<file path="src/rtl/mpsoc_ram_1r1w_arbiter_pkg.sv">
// ----------------------------------------------------------------------------
// mpsoc_ram_arb_pkg
//   Shared types and helpers for the 1R1W RAM arbiter slice.
//   - arb_state_t : controller state (clear sweep, then normal traffic)
//   - clog2()     : bit width needed to hold a port index
// ----------------------------------------------------------------------------
package mpsoc_ram_arb_pkg;

    typedef enum logic {
        ST_INIT = 1'b0,
        ST_RUN  = 1'b1
    } arb_state_t;

    // Width of an index in the range 0..n-1 (at least 1 bit).
    function automatic int unsigned clog2(input int unsigned n);
        int unsigned w;
        w = 1;
        for (int unsigned i = 1; i < 32; i++) begin
            if ((64'd1 << i) < 64'(n)) begin
                w = i + 1;
            end
        end
        return w;
    endfunction

endpackage

</file>
<file path="src/rtl/mpsoc_ram_1r1w_arbiter_rr.sv">
// ----------------------------------------------------------------------------
// mpsoc_rr_arbiter
//   Combinational round-robin pick: the first requester found when scanning
//   upward (with wrap) from ptr_i wins.
//   Ports:
//     req_i   [N-1:0]    request vector
//     ptr_i   [IDW-1:0]  highest-priority port this cycle
//     gnt_o   [N-1:0]    one-hot grant (all zero when no request)
//     id_o    [IDW-1:0]  index of the granted port
//     valid_o            a grant was issued
// ----------------------------------------------------------------------------
module mpsoc_rr_arbiter
    import mpsoc_ram_arb_pkg::*;
#(
    parameter  int unsigned N   = 4,
    localparam int unsigned IDW = clog2(N)
) (
    input  logic [N-1:0]   req_i,
    input  logic [IDW-1:0] ptr_i,
    output logic [N-1:0]   gnt_o,
    output logic [IDW-1:0] id_o,
    output logic           valid_o
);

    int unsigned idx;
    logic        found;

    always_comb begin
        gnt_o = '0;
        id_o  = '0;
        found = 1'b0;
        idx   = 0;
        for (int unsigned i = 0; i < N; i++) begin
            idx = (32'(ptr_i) + i) % N;
            if (!found && req_i[idx]) begin
                found      = 1'b1;
                gnt_o[idx] = 1'b1;
                id_o       = IDW'(idx);
            end
        end
        valid_o = found;
    end

endmodule

</file>
<file path="src/rtl/mpsoc_ram_1r1w_arbiter.sv">
// ----------------------------------------------------------------------------
// mpsoc_ram_1r1w_arbiter
//   Shares one 1R1W RAM (registered read, byte-enable write) among NPORTS
//   requesters with independent round-robin write and read arbitration.
//   After reset the whole array is cleared (2**ABITS cycles) before any
//   request is granted. Read data returns one cycle after the read grant,
//   tagged by a one-hot rvalid_o for the winning port.
//
//   Optional build macro: MPSOC_RAM_ARB_BYPASS_EN
//     When defined, a same-cycle write/read to the same address forwards the
//     written bytes into the returned read data.
//
//   Ports:
//     clk_i, rst_i                 clock, async active-high reset
//     init_done_o                  clear sweep finished
//     wreq_i/waddr_i/wdata_i/wbe_i per-port write requests (flattened)
//     wgnt_o                       one-hot write accept (commits this edge)
//     rreq_i/raddr_i               per-port read requests (flattened)
//     rgnt_o                       one-hot read accept
//     rvalid_o/rdata_o             read return, one cycle after rgnt_o
//     ram_*_o / ram_dout_i         RAM macro interface
// ----------------------------------------------------------------------------
module mpsoc_ram_1r1w_arbiter
    import mpsoc_ram_arb_pkg::*;
#(
    parameter  int unsigned NPORTS = 4,
    parameter  int unsigned ABITS  = 10,
    parameter  int unsigned DBITS  = 32,
    localparam int unsigned BBITS  = (DBITS + 7) / 8
) (
    input  logic                      clk_i,
    input  logic                      rst_i,
    output logic                      init_done_o,

    input  logic [NPORTS-1:0]         wreq_i,
    input  logic [NPORTS*ABITS-1:0]   waddr_i,
    input  logic [NPORTS*DBITS-1:0]   wdata_i,
    input  logic [NPORTS*BBITS-1:0]   wbe_i,
    output logic [NPORTS-1:0]         wgnt_o,

    input  logic [NPORTS-1:0]         rreq_i,
    input  logic [NPORTS*ABITS-1:0]   raddr_i,
    output logic [NPORTS-1:0]         rgnt_o,
    output logic [NPORTS-1:0]         rvalid_o,
    output logic [DBITS-1:0]          rdata_o,

    output logic [ABITS-1:0]          ram_waddr_o,
    output logic [DBITS-1:0]          ram_din_o,
    output logic                      ram_we_o,
    output logic [BBITS-1:0]          ram_be_o,
    output logic [ABITS-1:0]          ram_raddr_o,
    input  logic [DBITS-1:0]          ram_dout_i
);

    localparam int unsigned IDW = clog2(NPORTS);

    arb_state_t       state_q, state_d;
    logic [ABITS-1:0] clr_cnt_q, clr_cnt_d;
    logic [IDW-1:0]   wptr_q, wptr_d;
    logic [IDW-1:0]   rptr_q, rptr_d;
    logic             rvld_q, rvld_d;
    logic [IDW-1:0]   rid_q, rid_d;

    logic [NPORTS-1:0] w_gnt, r_gnt;
    logic [IDW-1:0]    w_id, r_id;
    logic              w_vld, r_vld;
    logic              run;
    logic              we_c;

    logic [ABITS-1:0] w_addr, r_addr;
    logic [DBITS-1:0] w_data;
    logic [BBITS-1:0] w_be;

    function automatic logic [IDW-1:0] next_ptr(input logic [IDW-1:0] id);
        return (id == IDW'(NPORTS - 1)) ? '0 : id + 1'b1;
    endfunction

    mpsoc_rr_arbiter #(.N(NPORTS)) u_warb (
        .req_i   (wreq_i),
        .ptr_i   (wptr_q),
        .gnt_o   (w_gnt),
        .id_o    (w_id),
        .valid_o (w_vld)
    );

    mpsoc_rr_arbiter #(.N(NPORTS)) u_rarb (
        .req_i   (rreq_i),
        .ptr_i   (rptr_q),
        .gnt_o   (r_gnt),
        .id_o    (r_id),
        .valid_o (r_vld)
    );

    // Winner's fields, selected from the flattened port buses.
    assign w_addr = waddr_i[32'(w_id) * ABITS +: ABITS];
    assign w_data = wdata_i[32'(w_id) * DBITS +: DBITS];
    assign w_be   = wbe_i  [32'(w_id) * BBITS +: BBITS];
    assign r_addr = raddr_i[32'(r_id) * ABITS +: ABITS];

    assign run         = (state_q == ST_RUN);
    assign init_done_o = run;
    assign wgnt_o      = run ? w_gnt : '0;
    assign rgnt_o      = run ? r_gnt : '0;
    assign ram_raddr_o = r_addr;

    // The sweep write strobe is held off while reset is asserted so the RAM
    // sees no write until the controller is actually running the sweep.
    assign ram_we_o    = we_c & ~rst_i;

    assign rvalid_o    = rvld_q ? (NPORTS'(1) << rid_q) : '0;

    always_comb begin
        state_d     = state_q;
        clr_cnt_d   = clr_cnt_q;
        wptr_d      = wptr_q;
        rptr_d      = rptr_q;
        rvld_d      = 1'b0;
        rid_d       = rid_q;
        we_c        = 1'b0;
        ram_waddr_o = w_addr;
        ram_din_o   = w_data;
        ram_be_o    = w_be;

        case (state_q)
            ST_INIT: begin
                we_c        = 1'b1;
                ram_waddr_o = clr_cnt_q;
                ram_din_o   = '0;
                ram_be_o    = '1;
                clr_cnt_d   = clr_cnt_q + 1'b1;
                if (clr_cnt_q == '1) begin
                    state_d = ST_RUN;
                end
            end
            ST_RUN: begin
                we_c = w_vld;
                if (w_vld) begin
                    wptr_d = next_ptr(w_id);
                end
                if (r_vld) begin
                    rptr_d = next_ptr(r_id);
                    rvld_d = 1'b1;
                    rid_d  = r_id;
                end
            end
            default: state_d = ST_INIT;
        endcase
    end

    always_ff @(posedge clk_i or posedge rst_i) begin
        if (rst_i) begin
            state_q   <= ST_INIT;
            clr_cnt_q <= '0;
            wptr_q    <= '0;
            rptr_q    <= '0;
            rvld_q    <= 1'b0;
            rid_q     <= '0;
        end else begin
            state_q   <= state_d;
            clr_cnt_q <= clr_cnt_d;
            wptr_q    <= wptr_d;
            rptr_q    <= rptr_d;
            rvld_q    <= rvld_d;
            rid_q     <= rid_d;
        end
    end

`ifdef MPSOC_RAM_ARB_BYPASS_EN
    // Write bytes captured alongside a same-address read; they override the
    // (stale) RAM output when the read data returns.
    logic [BBITS-1:0] byp_be_q, byp_be_d;
    logic [DBITS-1:0] byp_data_q, byp_data_d;

    always_comb begin
        byp_data_d = w_data;
        byp_be_d   = '0;
        if (run && w_vld && r_vld && (w_addr == r_addr)) begin
            byp_be_d = w_be;
        end
    end

    always_ff @(posedge clk_i or posedge rst_i) begin
        if (rst_i) begin
            byp_be_q   <= '0;
            byp_data_q <= '0;
        end else begin
            byp_be_q   <= byp_be_d;
            byp_data_q <= byp_data_d;
        end
    end

    always_comb begin
        rdata_o = '0;
        if (rvld_q) begin
            for (int unsigned b = 0; b < DBITS; b++) begin
                rdata_o[b] = byp_be_q[b / 8] ? byp_data_q[b] : ram_dout_i[b];
            end
        end
    end
`else
    always_comb begin
        rdata_o = '0;
        if (rvld_q) begin
            rdata_o = ram_dout_i;
        end
    end
`endif

endmodule

</file>
<file path="config.mk">
export PLATFORM = sky130hd
export DESIGN_NAME = mpsoc_ram_1r1w_arbiter
export DESIGN_NICKNAME = d
export VERILOG_FILES = /design/src/rtl/mpsoc_ram_1r1w_arbiter_pkg.sv /design/src/rtl/mpsoc_ram_1r1w_arbiter_rr.sv /design/src/rtl/mpsoc_ram_1r1w_arbiter.sv
export SDC_FILE = /design/constraint.sdc
export NUM_CORES = 1
export LEC_CHECK = 0
export BUFFER_PORTS_ARGS = -buffer_cell sky130_fd_sc_hd__buf_2
export CAP_MARGIN = 30
export CORE_AREA = 8 8 135 137
export DETAILED_ROUTE_END_ITERATION = 16
export DIE_AREA = 0 0 143 145
export MAX_ROUTING_LAYER = met4
export PLACE_DENSITY = 0.57
export SLEW_MARGIN = 10
export SYNTH_ARGS = -nofsm -noshare
export SYNTH_HDL_FRONTEND = slang
export SYNTH_SLANG_ARGS = --single-unit
</file>
<file path="constraint.sdc">
create_clock -name clk_i -period 9.95 [get_ports clk_i]
set_input_delay 1.99 -clock clk_i [delete_from_list [all_inputs] [get_ports clk_i]]
set_output_delay 1.99 -clock clk_i [all_outputs]
set_load 0.02 [all_outputs]
</file>
==> flow_summary_export.csv <==
group,metric,value,unit
sta,max_slew_margin,40.9,%
global_routing,grt_max_degree,52,
detailed_routing,drcViolationCount,0,
synthesis,synth.top_cells.by_count,"and2_1 (65), mux4_2 (59), dfrtp_1 (18), ha_1 (18), nor2_1 (16)",
worst_hold_path,hp-class,"flip-flop to flip-flop",
synthesis,synth_edf_count,0,
detailed_routing,routed.top_layer,"met4",
sta,min_period,7.18,ns
sta,final-setup-viol-count,0,
worst_setup_path,crit_required,7.96,ns
sta,hold_viol,0,
synthesis,ys.flop_type,"dfrtp_1",
clock_network,cts.sinks,18,
clock_network,cts-resized-gates,0,
worst_setup_path,startpoint_type,"input port",
outcome,status,"finished, final reports clean",
sta,drv_slew,0,
clock_network,root_buffer,"clkbuf_16",
worst_setup_path,cp-end-kind,"output pin",
synthesis,yosys-top-cells-area,"mux4_2 (36%), dfrtp_1 (12%), and2_1 (11%)",
finish,design_area,0.00581,mm^2
power,seq_power_share,23.1,%
finish,n_fill_cell,1687,
placement,placed_cell_area,0.00569,mm^2
synthesis,synth_area_leader_cell,"mux4_2",
floorplan,start_util,23.0,%
placement,place.gp.congestion,0.866,
sta,finalClockSkew,0.00259,ns
power,power.share.switching,28.6,%
clock_network,worstSkewPairLatency,0.25,ns
detailed_routing,vias_per_cell,4.70,
synthesis,synth_area,0.00372,mm^2
synthesis,synth_nets,644,
global_routing,grtUsageTotal,16.4,%
global_routing,antenna_found_initial,2,
power,clkPwrFrac,28.8,%
synthesis,ys_warn_count,0,
worst_setup_path,arrival,5.19,ns
clock_network,post-cts-setup-buffers,0,
detailed_routing,via_count,4350,
detailed_routing,drt-wirelength-per-cell,19.3,um
sta,rsz0062_at_grt,"no",
finish,nNetsFinal,988,
synthesis,yosysMostFrequentCell,"and2_1",
synthesis,synthArstFlopShare,100,%
worst_setup_path,worstPathMaxFanout,30,
power,peakVddDrop,0.0497,mV
synthesis,synth_cells,360,
placement,port-buffer-count,367,
synthesis,ys_types,50,
finish,final_core_util,35.9,%
clock_network,clk_pin_slew_worst_paths,0.05,ns
detailed_routing,wl_met3,1670,um
synthesis,yosysTopAreaCellShare,35.7,%
power,power.internal,0.226,mW
clock_network,clk_path_buf_depth,2,
finish,synthToLayoutAreaGrowth,56.0,%
detailed_routing,wl_met2,8970,um
sta,worst_slew_pin_slew,0.887,ns
detailed_routing,drt_iter0_drc,223,
floorplan,core_area,0.0162,mm^2
floorplan,rows,47,
sta,fmax,0.139,GHz
clock_network,cts_inserted_buffers,3,
detailed_routing,detail-route-antenna-nets,0,
placement,place_hpwl,15400,um
power,switchingPower,0.0906,mW
detailed_routing,wl_met1,7010,um
clock_network,hold_buffers,0,
sta,finalCritPeriodShare,72.2,%
global_routing,grt-ovfl-total,0,
global_routing,grt_pass1_wl,26200,um
floorplan,fp.dieArea,0.0207,mm^2
run,maxCapViolations,0,
power,power.leakage,3.02,nW
floorplan,io_pins,368,
floorplan,die_y,145,um
global_routing,grt_pass1_vias,4693,
clock_network,cts_tree,"done",
finish,drive_gt1_share,65.0,%
clock_network,htreeDepth,1,
synthesis,synth-seq-area-share,12.1,%
synthesis,avgSynthCellArea,10.3,um^2
floorplan,dieWidth,143,um
worst_setup_path,critical_path_class,"input port to output pin",
sta,tns,0,ns
detailed_routing,dr.pass1.iters,4,
power,power.density,54.5,mW/mm^2
synthesis,synth-seq-cells,18,
power,power_frac_comb,48.1,%
detailed_routing,wl,17800,um
-- registers in the layout, indices dropped and copies added (netlist names) --
name,flops
init_done_o,1
rptr_q,2
clr_cnt_q,10
rvld_q,1
wptr_q,2
rid_q,2
-- area by class of cell --
cell class	instances	area, um^2	share of cell area (%)
Multi-Input combinational cell	296	3050	52.5
Tap cell	220	275	4.74
Inverter	14	52.6	0.905
Antenna cell	2	5.00	0.0862
Sequential cell	18	452	7.78
Timing Repair Buffer	371	1890	32.5
Clock buffer	4	88.8	1.53
-- power by group through the flow --
| stage | Sequential (mW) | Combinational [mW] | Clock (mW) |
|---|---|---|---|
| 6_report | 0.0732 | 0.152 | 0.0910 |
| 2_1_floorplan | 0.0745 | 0.0877 | 0 |
| 5_1_grt | 0.0732 | 0.164 | 0.0973 |
| 4_1_cts | 0.0732 | 0.152 | 0.0953 |
| 3_3_place_gp | 0.0745 | 0.149 | 0 |
| 3_5_place_dp | 0.0745 | 0.152 | 0 |
-- layout by cell type, fill, tap and decap left out, drive strengths merged, types with 3 or more instances in the layout --
master / Yosys / final
nand3: 8 / 8
a22oi: 8 / 8
xnor2: 10 / 10
buf: 19 / 371
and2: 66 / 66
a221oi: 9 / 9
and3: 4 / 4
mux4: 59 / 59
a21boi: 5 / 5
o21ai: 11 / 11
a21oi: 3 / 3
nand2b: 6 / 6
ha: 18 / 18
clkbuf: 13 / 4
nor2: 16 / 16
nand2: 14 / 14
o211a: 4 / 4
a211oi: 4 / 4
inv: 14 / 14
dfrtp: 18 / 18
mux2: 14 / 14
nor2b: 12 / 12
-- path summary, 6_finish.rpt --
path	start	end	slack, ns	depth (start not counted)
max reg2reg	wptr_q[0]	wptr_q[1]	6.05	8
min in group asynchronous	rst_i	wptr_q[0]	1.89	2
max in group asynchronous	rst_i	init_done_o	7.53	2
max	wreq_i[3]	ram_waddr_o[3]	2.77	9
min reg2reg	clr_cnt_q[4]	clr_cnt_q[4]	0.50	1
min	clr_cnt_q[4]	clr_cnt_q[4]	0.50	1
-- cells by family (layout without fill, tap and decap cells) --
family / after synthesis / count (layout) / synth area share [%]
buf+inv: 46 / 389 / 6.42
other cells: 0 / 2 / 0
mux: 74 / 74 / 40.2
fa+ha+maj: 18 / 18 / 6.05
simple gates: 138 / 138 / 21.4
compound gates: 55 / 55 / 11.3
flops: 18 / 18 / 12.1
xor+xnor: 11 / 11 / 2.59
-- metrics by stage --
| stage | power (mW) | hold slack [ns] | instances | setup WS (ns) |
|---|---|---|---|---|
| global placement | 0.223 | 0.492 | 918 | 2.82 |
| CTS | 0.321 | 0.503 | 922 | 2.75 |
| detailed placement | 0.226 | 0.495 | 918 | 2.75 |
| floorplan | 0.162 | 0.452 | 360 | 3.67 |
| finish | 0.316 | 0.495 | 925 | 2.77 |
| global route | 0.335 | 0.517 | 925 | 2.55 |
-- per-layer routing --
metal  vias up  track usage, %
met5         -               -
met4         0            1.97
met3        13            3.87
met2       255            29.6
met1      2026            18.4
li1       2056               -
-- critical path, cell delays in order --
cell and delay (ns):
buf_2 0.15, mux4_2 0.62, nor3_1 0.26, and2_1 0.25
o31a_2 0.67, buf_4 0.44, mux4_2 0.34, mux2_2 0.28
buf_2 0.16
Note: power is estimated with default switching activity, not from simulation.
